$ cat src/rtl/alu_seq_pkg.sv
// Shared definitions for the registered ALU: op codes, FSM states, flag bundle.
package alu_pkg;

    localparam logic [3:0] OP_ADD  = 4'h0;
    localparam logic [3:0] OP_ADC  = 4'h1;
    localparam logic [3:0] OP_SUB  = 4'h2;
    localparam logic [3:0] OP_AND  = 4'h3;
    localparam logic [3:0] OP_OR   = 4'h4;
    localparam logic [3:0] OP_XOR  = 4'h5;
    localparam logic [3:0] OP_SHL  = 4'h6;
    localparam logic [3:0] OP_SHR  = 4'h7;
    localparam logic [3:0] OP_MUL  = 4'h8;
    localparam logic [3:0] OP_DIV  = 4'h9;
    localparam logic [3:0] OP_PASS = 4'hF;

    typedef enum logic {
        IDLE = 1'b0,
        RUN  = 1'b1
    } state_t;

    // Flag bundle, ordered {CF,ZF,SF,OF}.
    typedef struct packed {
        logic cf;
        logic zf;
        logic sf;
        logic of;
    } flags_t;

    // Multiply and divide are the only ops that take the iterative path.
    function automatic logic is_iter_op(input logic [3:0] op);
        return (op == OP_MUL) || (op == OP_DIV);
    endfunction

endpackage

$ cat src/rtl/alu_seq_if.sv
// start/busy/done handshake between the controller and the registered ALU.
interface alu_seq_if #(
    parameter int WIDTH = 8
);
    logic             start;
    logic [3:0]       op;
    logic [WIDTH-1:0] in1;
    logic [WIDTH-1:0] in2;
    logic             busy;
    logic             done;
    logic [WIDTH-1:0] res;
    logic             CF;
    logic             ZF;
    logic             SF;
    logic             OF;

    modport master (
        output start, op, in1, in2,
        input  busy, done, res, CF, ZF, SF, OF
    );

    modport slave (
        input  start, op, in1, in2,
        output busy, done, res, CF, ZF, SF, OF
    );
endinterface

$ cat src/rtl/alu_muldiv_iter.sv
// Iterative unsigned shift-add multiplier and restoring divider. Both share one
// WIDTH+1 adder/subtractor; one iteration per clock while the counter is non-zero.
// lo_next/hi_next show the register contents after the current iteration, so the
// caller can capture the final result on the edge flagged by 'last'.
module alu_muldiv_iter #(
    parameter int WIDTH = 8
) (
    input  logic             clk,
    input  logic             rst,
    input  logic             load,
    input  logic             div_sel,
    input  logic [WIDTH-1:0] a,
    input  logic [WIDTH-1:0] b,
    output logic             last,
    output logic             div_mode,
    output logic             div_zero,
    output logic [WIDTH-1:0] lo_next,
    output logic [WIDTH-1:0] hi_next
);
    localparam int CW = $clog2(WIDTH + 1);

    logic [CW-1:0]    count;
    logic [WIDTH-1:0] acc;      // product high half / partial remainder
    logic [WIDTH-1:0] mq;       // multiplier -> product low half / dividend -> quotient
    logic [WIDTH-1:0] md;       // multiplicand / divisor
    logic             is_div;
    logic             dz;

    logic [WIDTH:0]   add_a;
    logic [WIDTH:0]   add_b;
    logic             add_sub;
    logic [WIDTH+1:0] add_full;
    logic [WIDTH-1:0] acc_nxt;
    logic [WIDTH-1:0] mq_nxt;

    // Operand steering into the shared adder: divide subtracts the divisor from
    // the shifted remainder, multiply conditionally adds the multiplicand.
    always_comb begin
        if (is_div) begin
            add_a   = {acc, mq[WIDTH-1]};
            add_b   = {1'b0, md};
            add_sub = 1'b1;
        end else begin
            add_a   = {1'b0, acc};
            add_b   = mq[0] ? {1'b0, md} : '0;
            add_sub = 1'b0;
        end
    end

    // Extra top bit is the carry-out; for subtraction it means "no borrow".
    assign add_full = {1'b0, add_a}
                    + {1'b0, add_b ^ {(WIDTH+1){add_sub}}}
                    + {{(WIDTH+1){1'b0}}, add_sub};

    // Next-state of the shift registers for one iteration.
    always_comb begin
        if (is_div) begin
            if (add_full[WIDTH+1]) begin
                acc_nxt = add_full[WIDTH-1:0];
                mq_nxt  = {mq[WIDTH-2:0], 1'b1};
            end else begin
                acc_nxt = add_a[WIDTH-1:0];
                mq_nxt  = {mq[WIDTH-2:0], 1'b0};
            end
        end else begin
            acc_nxt = add_full[WIDTH:1];
            mq_nxt  = {add_full[0], mq[WIDTH-1:1]};
        end
    end

    assign last     = (count == CW'(1));
    assign lo_next  = mq_nxt;
    assign hi_next  = acc_nxt;
    assign div_mode = is_div;
    assign div_zero = dz;

    // Operand load and iteration counter; reset clears everything, aborting a run.
    always_ff @(posedge clk or posedge rst) begin
        if (rst) begin
            count  <= '0;
            acc    <= '0;
            mq     <= '0;
            md     <= '0;
            is_div <= 1'b0;
            dz     <= 1'b0;
        end else if (load) begin
            count  <= CW'(WIDTH);
            acc    <= '0;
            mq     <= a;
            md     <= b;
            is_div <= div_sel;
            dz     <= div_sel && (b == '0);
        end else if (count != '0) begin
            count  <= count - CW'(1);
            acc    <= acc_nxt;
            mq     <= mq_nxt;
        end
    end

endmodule

$ cat src/rtl/alu_seq.sv
// Registered ALU with held result/flags and a start/busy/done handshake.
//
//   state | meaning
//   ------+-----------------------------------------------------------
//   IDLE  | waiting for start; single-cycle ops complete on the accept edge
//   RUN   | MUL/DIV iterating, busy=1, result written on the final edge
module alu_seq
    import alu_pkg::*;
#(
    parameter int WIDTH = 8
) (
    input  logic       clk,
    input  logic       rst,
    alu_seq_if.slave   bus
);
    localparam int M = WIDTH - 1;

    state_t           state;
    logic             busy_q;
    logic             done_q;
    logic [WIDTH-1:0] res_q;
    flags_t           flags_q;

    logic [WIDTH-1:0] sc_res;
    flags_t           sc_flags;
    logic             sc_zs;
    logic [WIDTH:0]   sum;

    logic             accept;
    logic             md_load;
    logic             md_last;
    logic             md_div;
    logic             md_dz;
    logic [WIDTH-1:0] md_lo;
    logic [WIDTH-1:0] md_hi;
    flags_t           md_flags;

    assign accept  = (state == IDLE) && bus.start;
    assign md_load = accept && is_iter_op(bus.op);

    alu_muldiv_iter #(.WIDTH(WIDTH)) u_muldiv (
        .clk      (clk),
        .rst      (rst),
        .load     (md_load),
        .div_sel  (bus.op == OP_DIV),
        .a        (bus.in1),
        .b        (bus.in2),
        .last     (md_last),
        .div_mode (md_div),
        .div_zero (md_dz),
        .lo_next  (md_lo),
        .hi_next  (md_hi)
    );

    // Single-cycle datapath; PASS and reserved codes leave flags as they are.
    always_comb begin
        sc_res   = res_q;
        sc_flags = flags_q;
        sc_zs    = 1'b1;
        sum      = '0;
        case (bus.op)
            OP_ADD, OP_ADC: begin
                sum = {1'b0, bus.in1} + {1'b0, bus.in2}
                    + {{WIDTH{1'b0}}, (bus.op == OP_ADC) & flags_q.cf};
                sc_res      = sum[M:0];
                sc_flags.cf = sum[WIDTH];
                sc_flags.of = (bus.in1[M] == bus.in2[M]) && (sum[M] != bus.in1[M]);
            end
            OP_SUB: begin
                sum = {1'b0, bus.in1} - {1'b0, bus.in2};
                sc_res      = sum[M:0];
                sc_flags.cf = sum[WIDTH];
                sc_flags.of = (bus.in1[M] != bus.in2[M]) && (sum[M] != bus.in1[M]);
            end
            OP_AND, OP_OR, OP_XOR: begin
                sc_res      = (bus.op == OP_AND) ? (bus.in1 & bus.in2) :
                              (bus.op == OP_OR)  ? (bus.in1 | bus.in2) :
                                                   (bus.in1 ^ bus.in2);
                sc_flags.cf = 1'b0;
                sc_flags.of = 1'b0;
            end
            OP_SHL: begin
                sc_res      = {bus.in1[M-1:0], 1'b0};
                sc_flags.cf = bus.in1[M];
                sc_flags.of = 1'b0;
            end
            OP_SHR: begin
                sc_res      = {1'b0, bus.in1[M:1]};
                sc_flags.cf = bus.in1[0];
                sc_flags.of = 1'b0;
            end
            OP_PASS: begin
                sc_res = bus.in1;
                sc_zs  = 1'b0;
            end
            default: sc_zs = 1'b0;
        endcase
        if (sc_zs) begin
            sc_flags.zf = (sc_res == '0);
            sc_flags.sf = sc_res[M];
        end
    end

    // Flags for the iterative result; divide-by-zero reports through OF.
    always_comb begin
        md_flags.cf = md_div ? 1'b0  : (md_hi != '0);
        md_flags.of = md_div ? md_dz : (md_hi != '0);
        md_flags.zf = (md_lo == '0);
        md_flags.sf = md_lo[M];
    end

    // Control FSM with registered busy/done and held result/flag registers.
    always_ff @(posedge clk or posedge rst) begin
        if (rst) begin
            state   <= IDLE;
            busy_q  <= 1'b0;
            done_q  <= 1'b0;
            res_q   <= '0;
            flags_q <= '0;
        end else begin
            done_q <= 1'b0;
            case (state)
                IDLE: begin
                    if (accept) begin
                        if (is_iter_op(bus.op)) begin
                            busy_q <= 1'b1;
                            state  <= RUN;
                        end else begin
                            res_q   <= sc_res;
                            flags_q <= sc_flags;
                            done_q  <= 1'b1;
                        end
                    end
                end
                RUN: begin
                    if (md_last) begin
                        res_q   <= md_lo;
                        flags_q <= md_flags;
                        done_q  <= 1'b1;
                        busy_q  <= 1'b0;
                        state   <= IDLE;
                    end
                end
                default: state <= IDLE;
            endcase
        end
    end

    assign bus.busy = busy_q;
    assign bus.done = done_q;
    assign bus.res  = res_q;
    assign bus.CF   = flags_q.cf;
    assign bus.ZF   = flags_q.zf;
    assign bus.SF   = flags_q.sf;
    assign bus.OF   = flags_q.of;

endmodule
$ cat src/flat_wrapper.sv
// flat-port wrapper written by rule: the top's interface ports become plain ports
module alu_seq_flat import alu_pkg::*;
#(
    parameter int WIDTH = 8
)
  (clk, rst, bus_start, bus_op, bus_in1, bus_in2, bus_busy, bus_done, bus_res, bus_CF, bus_ZF, bus_SF, bus_OF);
  alu_seq_if #(.WIDTH(WIDTH)) bus_i ();
  input  logic clk;
  input  logic rst;
  input wire logic [$bits(bus_i.start)-1:0] bus_start;
  input wire logic [$bits(bus_i.op)-1:0] bus_op;
  input wire logic [$bits(bus_i.in1)-1:0] bus_in1;
  input wire logic [$bits(bus_i.in2)-1:0] bus_in2;
  output wire logic [$bits(bus_i.busy)-1:0] bus_busy;
  output wire logic [$bits(bus_i.done)-1:0] bus_done;
  output wire logic [$bits(bus_i.res)-1:0] bus_res;
  output wire logic [$bits(bus_i.CF)-1:0] bus_CF;
  output wire logic [$bits(bus_i.ZF)-1:0] bus_ZF;
  output wire logic [$bits(bus_i.SF)-1:0] bus_SF;
  output wire logic [$bits(bus_i.OF)-1:0] bus_OF;
  assign bus_i.start = bus_start;
  assign bus_i.op = bus_op;
  assign bus_i.in1 = bus_in1;
  assign bus_i.in2 = bus_in2;
  assign bus_busy = bus_i.busy;
  assign bus_done = bus_i.done;
  assign bus_res = bus_i.res;
  assign bus_CF = bus_i.CF;
  assign bus_ZF = bus_i.ZF;
  assign bus_SF = bus_i.SF;
  assign bus_OF = bus_i.OF;
  alu_seq #(.WIDTH(WIDTH)) u_core (.clk(clk), .rst(rst), .bus(bus_i));
endmodule
$ cat config.mk
export PLATFORM = sky130hd
export DESIGN_NAME = alu_seq_flat
export DESIGN_NICKNAME = d
export VERILOG_FILES = /design/src/rtl/alu_seq_pkg.sv /design/src/rtl/alu_seq_if.sv /design/src/rtl/alu_muldiv_iter.sv /design/src/rtl/alu_seq.sv /design/src/flat_wrapper.sv
export SDC_FILE = /design/constraint.sdc
export NUM_CORES = 1
export LEC_CHECK = 0
export BUFFER_PORTS_ARGS = -buffer_cell sky130_fd_sc_hd__buf_2
export CAP_MARGIN = 40
export CELL_PAD_IN_SITES_DETAIL_PLACEMENT = 2
export CELL_PAD_IN_SITES_GLOBAL_PLACEMENT = 2
export CORE_MARGIN = 10
export CORE_UTILIZATION = 38
export CTS_CLUSTER_SIZE = 16
export DETAILED_ROUTE_END_ITERATION = 8
export GPL_TIMING_DRIVEN = 0
export PLACE_DENSITY = 0.78
export SETUP_SLACK_MARGIN = 0.1
export SYNTH_ARGS = -nofsm -noshare
export SYNTH_HDL_FRONTEND = slang
export SYNTH_HIERARCHICAL = 1
export SYNTH_SLANG_ARGS = --single-unit
export TNS_END_PERCENT = 10
$ cat constraint.sdc
create_clock -name clk -period 4.8 [get_ports clk]
set_input_delay 0.24 -clock clk [delete_from_list [all_inputs] [get_ports clk]]
set_output_delay 0.24 -clock clk [all_outputs]
set_load 0.01 [all_outputs]
**Word level (Yosys, flattened, before mapping)**

Cells that the tools add are included.

- Output and inout bits: 14
- Logic and storage cells: 113
- Register bits after elaboration: 45

- $add $sub $neg: 6
- Eq/ne operators: 22
- Bitwise logic cells: 6
- Reductions and logical operators: 22
- Multiplexer cells: 43

Operators by type and width:

| operator | count |
|---|---|
| 8-bit 2-to-1 mux | 13 |
| 8-bit case mux with 6 select lines | 1 |
| 8-bit logical NOT | 3 |
| 4-bit 2-to-1 mux | 5 |
| 9-bit 2-to-1 mux | 2 |
| 4-bit by 3-bit == test with 1-bit output, second input constant | 4 |
| 8-bit case mux with 2 select lines | 1 |
| 1-bit 2-to-1 mux | 14 |
| 4-bit == test, second input constant | 3 |
| 4-bit AND reduction | 3 |
| 10-bit by 1-bit adder with 10-bit output | 1 |
| 9-bit by 9-bit adder with 10-bit output | 1 |
| 8-bit by 8-bit adder with 9-bit output | 1 |
| 9-bit by 1-bit adder with 9-bit output | 1 |
| 8-bit by 8-bit subtractor with 9-bit output | 1 |
| 9-bit XOR | 1 |
| 8-bit bitwise AND | 1 |
| 4-bit by 1-bit == test with 1-bit output, second input constant | 2 |
| 4-bit by 2-bit == test with 1-bit output, second input constant | 2 |
| 8-bit OR | 1 |
| 4-bit case mux with 2 select lines | 1 |
| 8-bit nonzero test | 1 |
| 8-bit OR reduction | 1 |
| 8-bit XOR | 1 |
| 22 further kinds | 34 |

**Longest topological paths before layout**

- Depth after elaboration: 11
- Mapped depth: 17
- Depth with buffers taken out: 15

**By module**

The synthesis kept the hierarchy.

Modules (own cells, without submodules):

| module | area an instance (µm²) | instances | cells each |
|---|---|---|---|
| alu_seq | 2585.0 | 1 | 343 |
| alu_muldiv_iter | 2234.6 | 1 | 241 |

**Worst setup path after synthesis**

No wires, ideal clock.

- Path type: register to register
- From: register u_core.u_muldiv.is_div, in the netlist u_core/u_muldiv/div_mode
- To: register u_core.flags_q, in the netlist u_core/bus.OF
- Arrival: 3.634 ns
- Path slack: 1.047 ns
- Cell stages (with the launch flop): 15
- Setup time: 0.119 ns
- Data required time: 4.681 ns
- Path through: dfrtp_1 -> buf_6 -> clkbuf_1 -> buf_1 -> mux2_2 -> ha_1 -> a211oi_2 -> o22ai_4 -> mux2i_1 -> mux2i_1 -> nor4_1 -> nand2_1 -> a31oi_1 -> o311ai_1 -> o21a_1

- Longest elaborated chain between the ends: 10

RTL lines:

| item | RTL line | RTL |
|---|---|---|
| start: declaration | alu_muldiv_iter.sv:26 | `logic is_div;` |
| start signal: assignment | alu_muldiv_iter.sv:91 | `is_div <= div_sel;` |
| 9-bit 2-to-1 mux / 1-bit 2-to-1 mux (equally long branches) | alu_muldiv_iter.sv:39 | `if (is_div) begin` |
| 9-bit XOR | alu_muldiv_iter.sv:52 | `+ {1'b0, add_b ^ {(WIDTH+1){add_sub}}}` |
| 9-bit by 9-bit adder with 10-bit output | alu_muldiv_iter.sv:52 |  |
| 10-bit by 1-bit adder with 10-bit output | alu_muldiv_iter.sv:53 | `+ {{(WIDTH+1){1'b0}}, add_sub};` |
| 8-bit 2-to-1 mux | alu_muldiv_iter.sv:58 | `if (add_full[WIDTH+1]) begin` |
| 8-bit 2-to-1 mux (*) | alu_muldiv_iter.sv:57 | `if (is_div) begin` |
| net u_core.md_hi[1] | alu_seq.sv:35 | `logic [WIDTH-1:0] md_hi;` |
| 8-bit nonzero test (*) | alu_seq.sv:107 | `md_flags.of = md_div ? md_dz : (md_hi != '0);` |
| 1-bit 2-to-1 mux (*) | alu_seq.sv:107 |  |
| 4-bit 2-to-1 mux (*) | alu_seq.sv:136 | `if (md_last) begin` |
| 4-bit case mux with 2 select lines (*) | alu_seq.sv:122 | `case (state)` |
| end signal: assignment | alu_seq.sv:130 | `flags_q <= sc_flags;` |
| end signal: assignment | alu_seq.sv:138 | `flags_q <= md_flags;` |
| end: declaration | alu_seq.sv:22 | `flags_t flags_q;` |

The timed path passes the listed nets; every way through them passes the cells marked *. The select of a mux whose other input is x is not followed.
A chain may end at the register's enable or synchronous reset.

**Worst setup path after layout**

Ends and elaborated chain as after synthesis.

==> results by group <==
Run status
  • Status: complete, no violations

GRT
  • Initial antenna violation count: 0
  • First-pass GRT wire length: about 30 mm
  • Overflow after GRT: 0
  • Vias in the first global route: about 5400
  • GRT Util Overall: ~22%
  • Largest net degree at the start of global routing: 18

Placed design
  • GPL Wtd Cong: between 0.8 and 0.9
  • DP HPWL: between 15 and 20 mm
  • Port Buffers: 35
  • Placed cell area: 5243 µm²
  • Post-Place Setup Slack: -0.06632 ns

Setup path
  • CP max-delay cell: ha_1
  • Setup crit end: u_core/bus.OF
  • Worst setup SP type: flop
  • Worst-case reg-to-reg path depth: 14
  • Critical-path maximum fanout: 10
  • FF-to-FF setup slack: slightly above 0.3 ns
  • Reg2reg start: u_core/u_muldiv/div_mode
  • Crit path from: u_core/u_muldiv/div_mode
  • R2R Path End: u_core/bus.OF
  • CP Data Required Time: 4.99 ns
  • Crit-path max cell delay: 0.44 ns
  • CP dominant cell by count: mux2i_1
  • Critical-path cell list: buf_6, clkbuf_2, buf_2, mux2_2, ha_1, nand4b_1, o22ai_4, mux2i_1, mux2i_1, nor4_1, nand2_1, a31oi_1, o311ai_1, o21a_1
  • Worst setup EP type: flop
  • Critical path type: reg -> reg
  • Crit path DAT: between 4 and 5 ns

Route
  • Top Layer Used: met4
  • Wl on met1: 8.052 mm
  • WL/cell: 23.75 µm
  • Drt drc: 0
  • DRT iter0 DRCs: between 200 and 300
  • Final Routed Wirelength: 19.02 mm
  • Vias/cell: 6.015
  • Met2 wire length: 10.14 mm
  • Met3 wire length: 378 µm
  • Pre-antenna DRT Iters: 4
  • Post-DRT Antenna Nets: 0
  • DR vias: 4818

Yosys
  • Post-synthesis sequential area ratio: 23.36%
  • Ys flop type: dfrtp_1
  • Netlist cell types: 80
  • Synth warnings: 6
  • Leading post-synthesis cells by cell area: dfrtp_1, ha_1, mux2_2
  • Synthesized area per cell: 8.253 µm²
  • Cell taking the most area after synthesis: dfrtp_1
  • Synthesized net count: roughly 640
  • Number of synthesized flops with an enable pin: 0
  • Synth top area share: 23.36%
  • Mapped Cells: 584
  • Synth Cell Area: 4820 µm²
  • Seq cells post-synth: 45
  • Post-synth ARST share: 100.0%

CTS
  • CTS buffer count: 5
  • Clock latency on the worst-skew pair: 0.30 ns
  • CTS sink count: 45
  • CTS resizes: 1
  • Clk buf depth: 2
  • Post-CTS setup buffers: 0
  • Hold_buf cts: 0
  • # H-tree levels: 2
  • Clock Root Buffer: clkbuf_16
  • Clk slew on worst S/H paths: 0.07 ns
  • CTS tree: yes

Final layout
  • # diodes: 0
  • Multi-input gate area: between 3000 and 4000 µm²
  • Share of cells above drive strength 1: between 10% and 20%
  • Final instance area: 5405 µm²
  • Synth-to-Final Area Change: 12.15%
  • Register Area: around 1100 µm²
  • Layout filler cell count: between 1000 and 1500
  • Fin util: between 40% and 50%
  • Post-layout nets: 688

Pwr
  • Pwr Density: 532.3 nW/µm²
  • Peak supply drop: 0.0002094 V
  • Leakage: 2.365 nW

STA
  • Skew final: between 0.01 and 0.015 ns
  • Tmin final: 4.489 ns
  • Setup ws final: between 0.3 and 0.4 ns
  • RSZ-0062 raised after global routing: false
  • Hold Vio Cnt, Final: 0
  • Max Slew Vio Count: 0
  • Tightest Pin Transition: about 0.83 ns
  • Period utilization: just over 90%
  • Upper clock frequency limit: 222.8 MHz
  • Final setup fails: 0
  • Rel. slew slack: 44.48%

Floorplanning
  • Die H: 132.6 µm
  • Std cell rows: roughly 40
  • Chip width: about 130 µm
  • Core ar.: 12520 µm²
  • Die ar.: 17590 µm²
  • Initial core utilization: 38.50%
  • Ports: 37

Job
  • Max_cap viols: 0

Min path
  • Worst hold path type: in -> async
## synthesized netlist by cell type, types with 8 or more instances
cell type / n
inv_1: 45
nand2_1: 43
dfrtp_1: 45
a21oi_1: 31
nand3_1: 18
o211ai_1: 8
o21ai_0: 35
ha_1: 33
clkbuf_1: 19
a21o_1: 9
or3_1: 9
buf_2: 10
nor3_1: 8
nor2_1: 49
mux2i_1: 20
nand2b_1: 13
mux2_2: 24
a211oi_1: 9
## per-stage QoR
stage	total power, mW	setup TNS, ns	hold slack [ns]	std cells
floorplan	1.932	0	0.1415	584
global placement	2.362	0	0.3368	791
detailed placement	2.493	-0.06632	0.3524	793
CTS	2.876	0	0.02301	801
global route	3.115	0	0.06056	801
finish	2.877	0	0.02306	801
## how the worst min path moves through the flow
stage	from	endpoint	slack, ns	depth (start not counted)
after floorplan	rst	u_core/bus.CF	0.14	1
final	rst	u_core/state	0.02	2
after global placement	rst	u_core/bus.busy	0.34	2
after detailed placement	rst	u_core/bus.res[0]	0.35	2
after global routing	rst	u_core/bus.res[0]	0.06	2
after CTS	rst	u_core/bus.res[0]	0.02	2
## layout by cell type, fill, tap and decap left out, drive strengths merged, types with 8 or more instances in the layout
cell / instances
dfrtp: 45
ha: 33
inv: 46
a21oi: 31
clkbuf: 25
nand2b: 13
nor3: 8
o21ai: 39
mux2: 25
nor2: 49
or3: 9
a21o: 9
a211oi: 11
buf: 53
nand3: 18
mux2i: 21
o211ai: 9
nand2: 43
## state kept, by name, summed over array words and instances (netlist names), 4 cells and up
name,count
u_core/u_muldiv/count,4
u_core/u_muldiv/acc,8
u_core/u_muldiv/mq,8
u_core/u_muldiv/md,8
u_core/bus.res,8
## metal layers
metal	vias to the layer above	global-route usage [%]
met5	-	0
met4	0	6.663
met3	21	2.460
met2	73	39.57
met1	2507	25.41
li1	2217	-
## cell type report
class | count | area share (%)
buffer | 36 | 3.333
clock buffer | 5 | 2.315
clock inverter | 3 | 0.3935
inverter | 47 | 3.333
multi-input combinational | 456 | 61.97
sequential | 45 | 20.83
tap | 172 | 3.981
timing repair buffer | 37 | 3.843
## logic make-up after synthesis
kind of cell | after synthesis | synth area share (%)
AND/OR/NAND/NOR | 190 | 20.38
AO/OA/AOI/OAI | 172 | 25.62
XOR/XNOR | 9 | 1.635
multiplexers | 48 | 11.47
adder cells (fa/ha/maj) | 37 | 10.23
flip-flops | 45 | 23.36
buffers and inverters | 83 | 7.295
## power breakdown
part | internal (mW) | total (mW) | switching, mW | leakage [nW]
Combinational | 0.715 | 1.79 | 1.08 | 1.75
Sequential | 0.568 | 0.729 | 0.161 | 0.542
Clock | 0.194 | 0.355 | 0.161 | 0.0702
## critical path, delay by kind of cell (launching register included)
family | cells | cell delay, ns
buffers and inverters | 3 | 0.76
AND/OR/NAND/NOR | 3 | 0.88
flip-flops | 1 | 0.43
AO/OA/AOI/OAI | 4 | 1.07
multiplexers | 3 | 0.80
adder cells (fa/ha/maj) | 1 | 0.44
No activity file was read; power rests on OpenSTA's default activity.
